### config.mk
export PLATFORM = sky130hd
export DESIGN_NAME = if_id_reg_flat
export DESIGN_NICKNAME = d
export VERILOG_FILES = /design/src/rtl/if_id_reg_if.sv /design/src/rtl/if_id_reg.sv /design/src/flat_wrapper.sv
export SDC_FILE = /design/constraint.sdc
export NUM_CORES = 1
export LEC_CHECK = 0
export ABC_CLOCK_PERIOD_IN_PS = 1900
export BUFFER_PORTS_ARGS = -buffer_cell sky130_fd_sc_hd__buf_4
export CAP_MARGIN = 20
export CORE_UTILIZATION = 44
export CTS_CLUSTER_SIZE = 14
export DETAILED_ROUTE_END_ITERATION = 12
export HOLD_SLACK_MARGIN = 0.08
export PLACE_DENSITY = 0.91
export SKIP_CTS_REPAIR_TIMING = 1
export SLEW_MARGIN = 5
export SYNTH_ARGS = -nofsm -noshare
export SYNTH_HDL_FRONTEND = slang
export SYNTH_SLANG_ARGS = --single-unit
export TNS_END_PERCENT = 20
### constraint.sdc
create_clock -name Clock -period 1.9 [get_ports Clock]
set_clock_uncertainty 0.05 [all_clocks]
set_input_delay 0.19 -clock Clock [delete_from_list [all_inputs] [get_ports Clock]]
set_output_delay 0.19 -clock Clock [all_outputs]
set_load 0.01 [all_outputs]
### src/rtl/if_id_reg_if.sv
// ----------------------------------------------------------------------------
// if_id_reg_if
//
// Purpose : bundles the control and data signals that pass between the fetch
//           stage, the hazard unit and the IF/ID pipeline register.
//           Clock and reset are not part of the bundle and stay plain ports
//           on the register itself.
//
// Signals :
//   Enable     1  global run enable; 0 freezes the register
//   Stall      1  hazard-unit hold request for the D stage
//   Flush      1  replace the D-stage contents with a bubble
//   PC_F       32 address of the instruction fetched this cycle
//   Instr_F    32 instruction word fetched this cycle
//   PC_D       32 registered PC of the D-stage instruction
//   Instr_D    32 registered D-stage instruction
//   PC8_D      32 PC_D + 8 (link address)
//   Valid_D    1  D stage holds a real instruction
//   BD_D       1  D-stage instruction sits in a branch delay slot
//   Exc_D      1  fetch exception attached to the D-stage instruction
//   ExcCode_D  5  exception code of the D-stage instruction
//
// Modports:
//   master : the fetch/hazard side, which drives the F-stage inputs
//   slave  : the IF/ID register, which drives the D-stage outputs
// ----------------------------------------------------------------------------
interface if_id_reg_if;
    logic        Enable;
    logic        Stall;
    logic        Flush;
    logic [31:0] PC_F;
    logic [31:0] Instr_F;
    logic [31:0] PC_D;
    logic [31:0] Instr_D;
    logic [31:0] PC8_D;
    logic        Valid_D;
    logic        BD_D;
    logic        Exc_D;
    logic [4:0]  ExcCode_D;

    modport master (
        output Enable,
        output Stall,
        output Flush,
        output PC_F,
        output Instr_F,
        input  PC_D,
        input  Instr_D,
        input  PC8_D,
        input  Valid_D,
        input  BD_D,
        input  Exc_D,
        input  ExcCode_D
    );

    modport slave (
        input  Enable,
        input  Stall,
        input  Flush,
        input  PC_F,
        input  Instr_F,
        output PC_D,
        output Instr_D,
        output PC8_D,
        output Valid_D,
        output BD_D,
        output Exc_D,
        output ExcCode_D
    );
endinterface

### src/rtl/if_id_reg.sv
// ----------------------------------------------------------------------------
// if_id_reg
//
// Purpose : IF/ID pipeline register of a MIPS-style five-stage pipeline.
//           Captures the fetched PC and instruction, tracks whether the D
//           stage holds a real instruction or a bubble, marks instructions
//           that sit in a branch delay slot, and optionally attaches a fetch
//           address exception (AdEL).
//
// Update priority on every rising Clock edge:
//   Reset (active low) > !Enable (hold) > Flush (bubble) > Stall (hold) > Load
//
// Ports:
//   Clock  1  single clock, all state changes on its rising edge
//   Reset  1  synchronous, active-low reset
//   bus       if_id_reg_if.slave -- Enable/Stall/Flush/PC_F/Instr_F in,
//             PC_D/Instr_D/PC8_D/Valid_D/BD_D/Exc_D/ExcCode_D out
//
// Parameters:
//   PC_RESET  PC presented on PC_D after reset
//   IM_BASE   lowest legal fetch byte address
//   IM_SIZE   size in bytes of the legal fetch window
//
// Configuration macro:
//   IF_ID_FETCH_EXC_EN -- when defined, a load from a misaligned PC or a PC
//   outside [IM_BASE, IM_BASE+IM_SIZE) is captured as an AdEL exception with
//   a zeroed instruction word. When undefined, Exc_D/ExcCode_D are always 0
//   and Instr_F is captured unconditionally.
// ----------------------------------------------------------------------------
module if_id_reg #(
    parameter logic [31:0] PC_RESET = 32'h00003000,
    parameter logic [31:0] IM_BASE  = 32'h00003000,
    parameter logic [31:0] IM_SIZE  = 32'h00004000
) (
    input  logic        Clock,
    input  logic        Reset,
    if_id_reg_if.slave  bus
);

    localparam logic [4:0] EXC_ADEL = 5'd4;

`ifdef IF_ID_FETCH_EXC_EN
    localparam bit FETCH_EXC_EN = 1'b1;
`else
    localparam bit FETCH_EXC_EN = 1'b0;
`endif

    // The window limit is computed one bit wider so a window reaching the
    // top of the address space does not wrap around to a small value.
    localparam logic [32:0] IM_LIMIT = {1'b0, IM_BASE} + {1'b0, IM_SIZE};

    logic [31:0] pc_q,       pc_d;
    logic [31:0] instr_q,    instr_d;
    logic        valid_q,    valid_d;
    logic        bd_q,       bd_d;
    logic        exc_q,      exc_d;
    logic [4:0]  exc_code_q, exc_code_d;

    logic        held_is_branch;
    logic        addr_bad;
    logic        fetch_exc;

    // Branch/jump decode of the instruction currently held in D. Opcodes
    // 1..7 cover REGIMM, j, jal, beq, bne, blez, bgtz; SPECIAL with funct
    // 8/9 covers jr and jalr. A zeroed (bubble or faulted) word decodes as
    // sll and is therefore never a branch.
    always_comb begin
        held_is_branch = 1'b0;
        unique case (instr_q[31:26])
            6'b000001, 6'b000010, 6'b000011, 6'b000100,
            6'b000101, 6'b000110, 6'b000111: held_is_branch = 1'b1;
            6'b000000: held_is_branch = (instr_q[5:0] == 6'b001000) ||
                                        (instr_q[5:0] == 6'b001001);
            default:   held_is_branch = 1'b0;
        endcase
    end

    // Fetch address check: misaligned, below the window or at/above its end.
    // Only turned into an exception when the feature is built in.
    always_comb begin
        addr_bad  = (bus.PC_F[1:0] != 2'b00) ||
                    (bus.PC_F < IM_BASE) ||
                    ({1'b0, bus.PC_F} >= IM_LIMIT);
        fetch_exc = FETCH_EXC_EN && addr_bad;
    end

    // Next-state selection. Everything defaults to hold, which covers both
    // !Enable and Stall; Flush is tested before Stall so it wins when both
    // are raised. The BD mark looks at the entry being replaced: a bubble
    // has valid_q=0, so a branch that was flushed never marks its successor.
    always_comb begin
        pc_d       = pc_q;
        instr_d    = instr_q;
        valid_d    = valid_q;
        bd_d       = bd_q;
        exc_d      = exc_q;
        exc_code_d = exc_code_q;

        if (bus.Enable) begin
            if (bus.Flush) begin
                instr_d    = 32'h0;
                valid_d    = 1'b0;
                bd_d       = 1'b0;
                exc_d      = 1'b0;
                exc_code_d = 5'd0;
            end else if (!bus.Stall) begin
                pc_d       = bus.PC_F;
                instr_d    = fetch_exc ? 32'h0 : bus.Instr_F;
                valid_d    = 1'b1;
                bd_d       = valid_q && held_is_branch;
                exc_d      = fetch_exc;
                exc_code_d = fetch_exc ? EXC_ADEL : 5'd0;
            end
        end
    end

    // State register with synchronous active-low reset, which overrides
    // Enable, Stall and Flush on the same edge.
    always_ff @(posedge Clock) begin
        if (!Reset) begin
            pc_q       <= PC_RESET;
            instr_q    <= 32'h0;
            valid_q    <= 1'b0;
            bd_q       <= 1'b0;
            exc_q      <= 1'b0;
            exc_code_q <= 5'd0;
        end else begin
            pc_q       <= pc_d;
            instr_q    <= instr_d;
            valid_q    <= valid_d;
            bd_q       <= bd_d;
            exc_q      <= exc_d;
            exc_code_q <= exc_code_d;
        end
    end

    // Outputs come straight from the flops; the link address is a plain
    // 32-bit add whose carry out is dropped.
    always_comb begin
        bus.PC_D      = pc_q;
        bus.Instr_D   = instr_q;
        bus.PC8_D     = pc_q + 32'd8;
        bus.Valid_D   = valid_q;
        bus.BD_D      = bd_q;
        bus.Exc_D     = exc_q;
        bus.ExcCode_D = exc_code_q;
    end

endmodule
### src/flat_wrapper.sv
// flat-port wrapper written by rule: the top's interface ports become plain ports
module if_id_reg_flat 
#(
    parameter logic [31:0] PC_RESET = 32'h00003000,
    parameter logic [31:0] IM_BASE  = 32'h00003000,
    parameter logic [31:0] IM_SIZE  = 32'h00004000
)
  (Clock, Reset, bus_Enable, bus_Stall, bus_Flush, bus_PC_F, bus_Instr_F, bus_PC_D, bus_Instr_D, bus_PC8_D, bus_Valid_D, bus_BD_D, bus_Exc_D, bus_ExcCode_D);
  if_id_reg_if bus_i ();
  input  logic Clock;
  input  logic Reset;
  input wire logic [$bits(bus_i.Enable)-1:0] bus_Enable;
  input wire logic [$bits(bus_i.Stall)-1:0] bus_Stall;
  input wire logic [$bits(bus_i.Flush)-1:0] bus_Flush;
  input wire logic [$bits(bus_i.PC_F)-1:0] bus_PC_F;
  input wire logic [$bits(bus_i.Instr_F)-1:0] bus_Instr_F;
  output wire logic [$bits(bus_i.PC_D)-1:0] bus_PC_D;
  output wire logic [$bits(bus_i.Instr_D)-1:0] bus_Instr_D;
  output wire logic [$bits(bus_i.PC8_D)-1:0] bus_PC8_D;
  output wire logic [$bits(bus_i.Valid_D)-1:0] bus_Valid_D;
  output wire logic [$bits(bus_i.BD_D)-1:0] bus_BD_D;
  output wire logic [$bits(bus_i.Exc_D)-1:0] bus_Exc_D;
  output wire logic [$bits(bus_i.ExcCode_D)-1:0] bus_ExcCode_D;
  assign bus_i.Enable = bus_Enable;
  assign bus_i.Stall = bus_Stall;
  assign bus_i.Flush = bus_Flush;
  assign bus_i.PC_F = bus_PC_F;
  assign bus_i.Instr_F = bus_Instr_F;
  assign bus_PC_D = bus_i.PC_D;
  assign bus_Instr_D = bus_i.Instr_D;
  assign bus_PC8_D = bus_i.PC8_D;
  assign bus_Valid_D = bus_i.Valid_D;
  assign bus_BD_D = bus_i.BD_D;
  assign bus_Exc_D = bus_i.Exc_D;
  assign bus_ExcCode_D = bus_i.ExcCode_D;
  if_id_reg #(.PC_RESET(PC_RESET), .IM_BASE(IM_BASE), .IM_SIZE(IM_SIZE)) u_core (.Clock(Clock), .Reset(Reset), .bus(bus_i));
endmodule
# Yosys cells after proc, flatten, opt, wreduce, memory -nomap -nowiden

Index checks and enable logic that the tools add are counted.
Widths: inputs -> output; s select.

Logic and storage cells: 36
Output and inout bits: 104
Input bits: 69
Register bits: 72

Equal/unequal tests: 10
Reduce and logical (&&, ||, !) cells: 6
Bitwise operators: 2
Add/sub/neg operators: 1
Multiplexer cells: 11

Operators by type and width:

| operator              | count |
|---|---|
| $mux 32               | 2 |
| $add 32x4->32 const B | 1 |
| $eq 6x3->1 const B    | 4 |
| $eq 6x2->1 const B    | 2 |
| $eq 6x4->1 const B    | 2 |
| $mux 5                | 2 |
| $reduce_or 7->1       | 1 |
| $eq 6x1->1 const B    | 1 |
| $logic_not 6->1       | 1 |
| $mux 1                | 6 |
| $reduce_and 3->1      | 1 |
| $ne 2x1->1 const B    | 1 |
| $not 1->1             | 2 |
| $pmux 1 s2            | 1 |
| $reduce_and 2->1      | 1 |
| $logic_and 1x1->1     | 1 |
| $logic_or 1x1->1      | 1 |

# Logic depth before layout (Yosys ltp)

Word-level depth: 6
Gate-level depth with buffers: 6
Mapped depth without buffers: 5

# Worst setup path after synthesis

No wires, ideal clock.

Path kind: register to output
Start point: register u_core.pc_q[3] (netlist: u_core.bus.PC_D[3])
End point: output port bus_PC8_D[31]
Data required time: 1660 ps
Path buffers: 0
Cell stages (with the launch flop): 6
Data arrival time: 1601 ps
Setup slack: 59 ps
Cell sequence: dfxtp_1 -> ha_1 -> nand3_2 -> nor4_4 -> nand4_1 -> xnor2_1

Cells in the longest elaborated chain, start to end: 1

RTL lines:

| what                   | line               | text |
|---|---|---|
| start, declared        | if_id_reg.sv:52    | `logic [31:0] pc_q, pc_d;` |
| start signal, assigned | if_id_reg.sv:128   | `pc_q <= pc_d;` |
| $add 32x4->32          | if_id_reg.sv:142   | `bus.PC8_D = pc_q + 32'd8;` |
| end, declared          | flat_wrapper.sv:19 | `output wire logic [$bits(bus_i.PC8_D)-1:0] bus_PC8_D;` |

No other way between the ends.

# Worst setup path after layout

Start point: register u_core.pc_q[17] (netlist: u_core.bus.PC_D[17])
End point: output port bus_PC8_D[29]

The elaborated chain is that of the path after synthesis.

==> impl_results.md <==
- DR WL/cell: 14.7 um
- Core Util, Final: 75.0%
- Post-synth top flop: dfxtp_1
- Die area: 7260 um2
- Sequential area share after synthesis: 43.4%
- Fillers: 489
- Htree depth: 3
- Longest Clk Path Bufs: 2
- Hold depth: 3
- Aggregate routed wire length: 9050 um
- Worst path required time: 1660 ps
- Die width: 85.2 um
- FF-to-FF End: u_core.bus.BD_D$_SDFFE_PN0P_
- Worst r2r src: u_core.bus.Instr_D[4]$_SDFFE_PN0P_
- Num CTS Buffers: 9
- Vias in the first global route: 2995
- Fin. Hold Viols: 0
- Fin area: 4900 um2
- Final setup fails: 16
- DP HPWL: 6400 um
- Core area: 6530 um2
- RSZ-0062 raised after global routing: true
- Period utilisation layout: 106%
- Worst-Skew Late Latency: 340 ps
- Max cap viols: 0
- DR WL met3: 698 um
- Initial DRC Count: 183
- Crit start category: flop
- Syn Area/Cell: 8.88 um2
- Top Ports: 173
- Crit. End Element: primary output
- Register bit total from synthesis: 66
- Nets: 605
- Maximum fanout along the worst path: 7
- Final setup margin: -117 ps
- Fin. max-slew vios: 0
- Sequential cell area: 1350 um2
- Die height: 85.2 um
- Post-DP Area: 4430 um2
- Synth-to-layout area growth: 60.7%
- Post-Syn Instances: 343
- Initial core utilization: 46.6%
- Port-buffer cells: 166
- Met1 wire length: 3630 um
- Root buffer cell: clkbuf_8
- Post-synth ARST share: 0%
- Footprint of the multi-input gates: 1640 um2
- Status: finished, violations left
- Met2 WL: 4500 um
- Worst Hold Launch: bus_PC_F[6]
- Top sig layer: met4
- YS warnings: 0
- Final min period: 2020 ps
- Largest net degree at the start of global routing: 67
- Leakage: 2.17 nW
- Number of remaining DRC errors: 0
- Hold Crit Class: in2reg
- Post-Syn Area: 3050 um2
- Global Route Usage Sum: 24.1%
- First-pass GRT wire length: 13900 um
- Antenna violations before repair: 0
- Fmax: 496 MHz
- Worst-Margin Slew: 539 ps
- Max IR drop VDD: 0.502 mV
- Via Count: 3175
- Reg2Reg Setup Slack: 520 ps
- Crit Path Category: reg2out
- WHS: 53.4 ps
- Total gr overflow: 0
- Failing checks: setup timing
- Cells on worst reg2reg path: 4
- Setup_tns: -683 ps
- CTS tree: done
- Drt first pass iters: 5
- GPL Wtd Cong: 0.838
- Worst EP arrival: 1780 ps
- Post-route ant nets: 0
- Number of diodes: 0
- Clock sink count: 66
- Cell Pwr Density: 623 nW/um2
- Worst rel slew slack: 64.1%
- EDFF count, synth: 0
- Clock transition at the registers of the reported paths: 80 ps
- Layout cells sized above 1: 44.6%
- Num rows: 29
- Netlist cell types: 34
- Via density: 5.15
- WHS Endpoint: u_core.bus.PC_D[6]$_SDFFE_PN0P_
per-layer routing:
metal / global-route usage [%] / up-vias
met5: 0 / -
met4: 10.0 / 0
met3: 6.32 / 25
met2: 41.7 / 145
met1: 28.2 / 1465
li1: - / 1540
flip-flops by register name, indices dropped and copies added, names as in the netlist:
register	flops
u_core.bus.Instr_D	32
u_core.bus.PC_D	32
u_core.bus.BD_D	1
u_core.bus.Valid_D	1
kinds of logic (layout without fill, tap and decap cells):
group	Yosys count	after routing	share of synthesized area [%]
buf+inv	32	224	5.30
fa+ha+maj	1	1	0.411
other cells	1	6	0.123
simple gates	150	150	27.0
xor+xnor	27	27	7.76
flops	66	66	43.4
compound gates	66	66	16.1
area by class of cell:
class	instances	area share [%]
Clock buffer	10	2.61
Sequential cell	66	27.6
Clock inverter	6	1.18
Tap cell	77	1.97
Inverter	2	0.153
Multi-Input combinational cell	250	33.4
Timing Repair Buffer	206	33.1
worst max-delay path by stage:
stage,from,end,slack (ps),depth (start not counted)
after detailed placement,u_core.bus.PC_D[3]$_SDFFE_PN0P_,bus_PC8_D[29],90,7
after global routing,u_core.bus.PC_D[3]$_SDFFE_PN0P_,bus_PC8_D[30],-200,7
after floorplan,u_core.bus.PC_D[3]$_SDFFE_PN0P_,bus_PC8_D[31],60,5
after global placement,u_core.bus.PC_D[3]$_SDFFE_PN0P_,bus_PC8_D[29],180,7
final,u_core.bus.PC_D[17]$_SDFFE_PN0P_,bus_PC8_D[29],-120,6
after CTS,u_core.bus.PC_D[3]$_SDFFE_PN0P_,bus_PC8_D[29],-280,7
Yosys cell counts (2+ instances only):
cell,count,area (um2)
buf_2,6,30.0
xnor2_1,22,193
nand3_2,2,20.0
and4_1,2,17.5
and2_1,2,12.5
xor2_1,5,43.8
nand3_1,10,50.1
dfxtp_1,66,1320
nand4_4,2,42.5
inv_1,2,7.51
a22oi_1,32,240
and3_2,2,15.0
clkbuf_1,15,56.3
and3_1,4,25.0
nor4_4,2,42.5
nor2b_1,34,213
a21boi_0,30,225
nand2_1,73,274
nand4_1,5,31.3
buf_4,9,67.6
nor2_1,5,18.8
layout by cell type, fill, tap and decap left out, types with 2 or more instances in the layout:
cell,instances
buf_4,186
nand2_1,73
dfxtp_1,50
nor2b_1,34
a22oi_1,32
a21boi_0,30
xnor2_1,20
dlygate4sd3_1,16
dfxtp_2,12
nand3_1,10
clkbuf_8,9
conb_1,6
nand4_1,5
xor2_1,5
and3_1,4
clkinv_2,4
dfxtp_4,4
nand3_4,2
nand4_4,2
nor4_4,2
and4_2,2
and2_2,2
xnor2_2,2
inv_1,2
nor2_2,2
nor2_1,2
buf_6,2
buf_12,2
power breakdown:
| group | switching [mW] | internal (mW) |
|---|---|---|
| combinational | 0.196 | 0.270 |
| sequential | 0.0423 | 1.42 |
| clock | 0.523 | 0.597 |
worst max-delay path, stage by stage, from the launching register on:
cell and delay (ps):
dfxtp_4 380, nand4_4 130, nor4_4 300, buf_6 170, nand4_1 120, xnor2_1 200, buf_4 150
through the flow:
| stage | total power [mW] | setup WS [ps] | instances |
|---|---|---|---|
| after floorplan | 1.68 | 58.8 | 348 |
| after global placement | 1.92 | 178 | 580 |
| after detailed placement | 1.93 | 88.7 | 580 |
| after CTS | 3.04 | -280 | 596 |
| after global routing | 3.19 | -203 | 617 |
| final | 3.05 | -117 | 617 |
(Power assumes the default switching activity.)
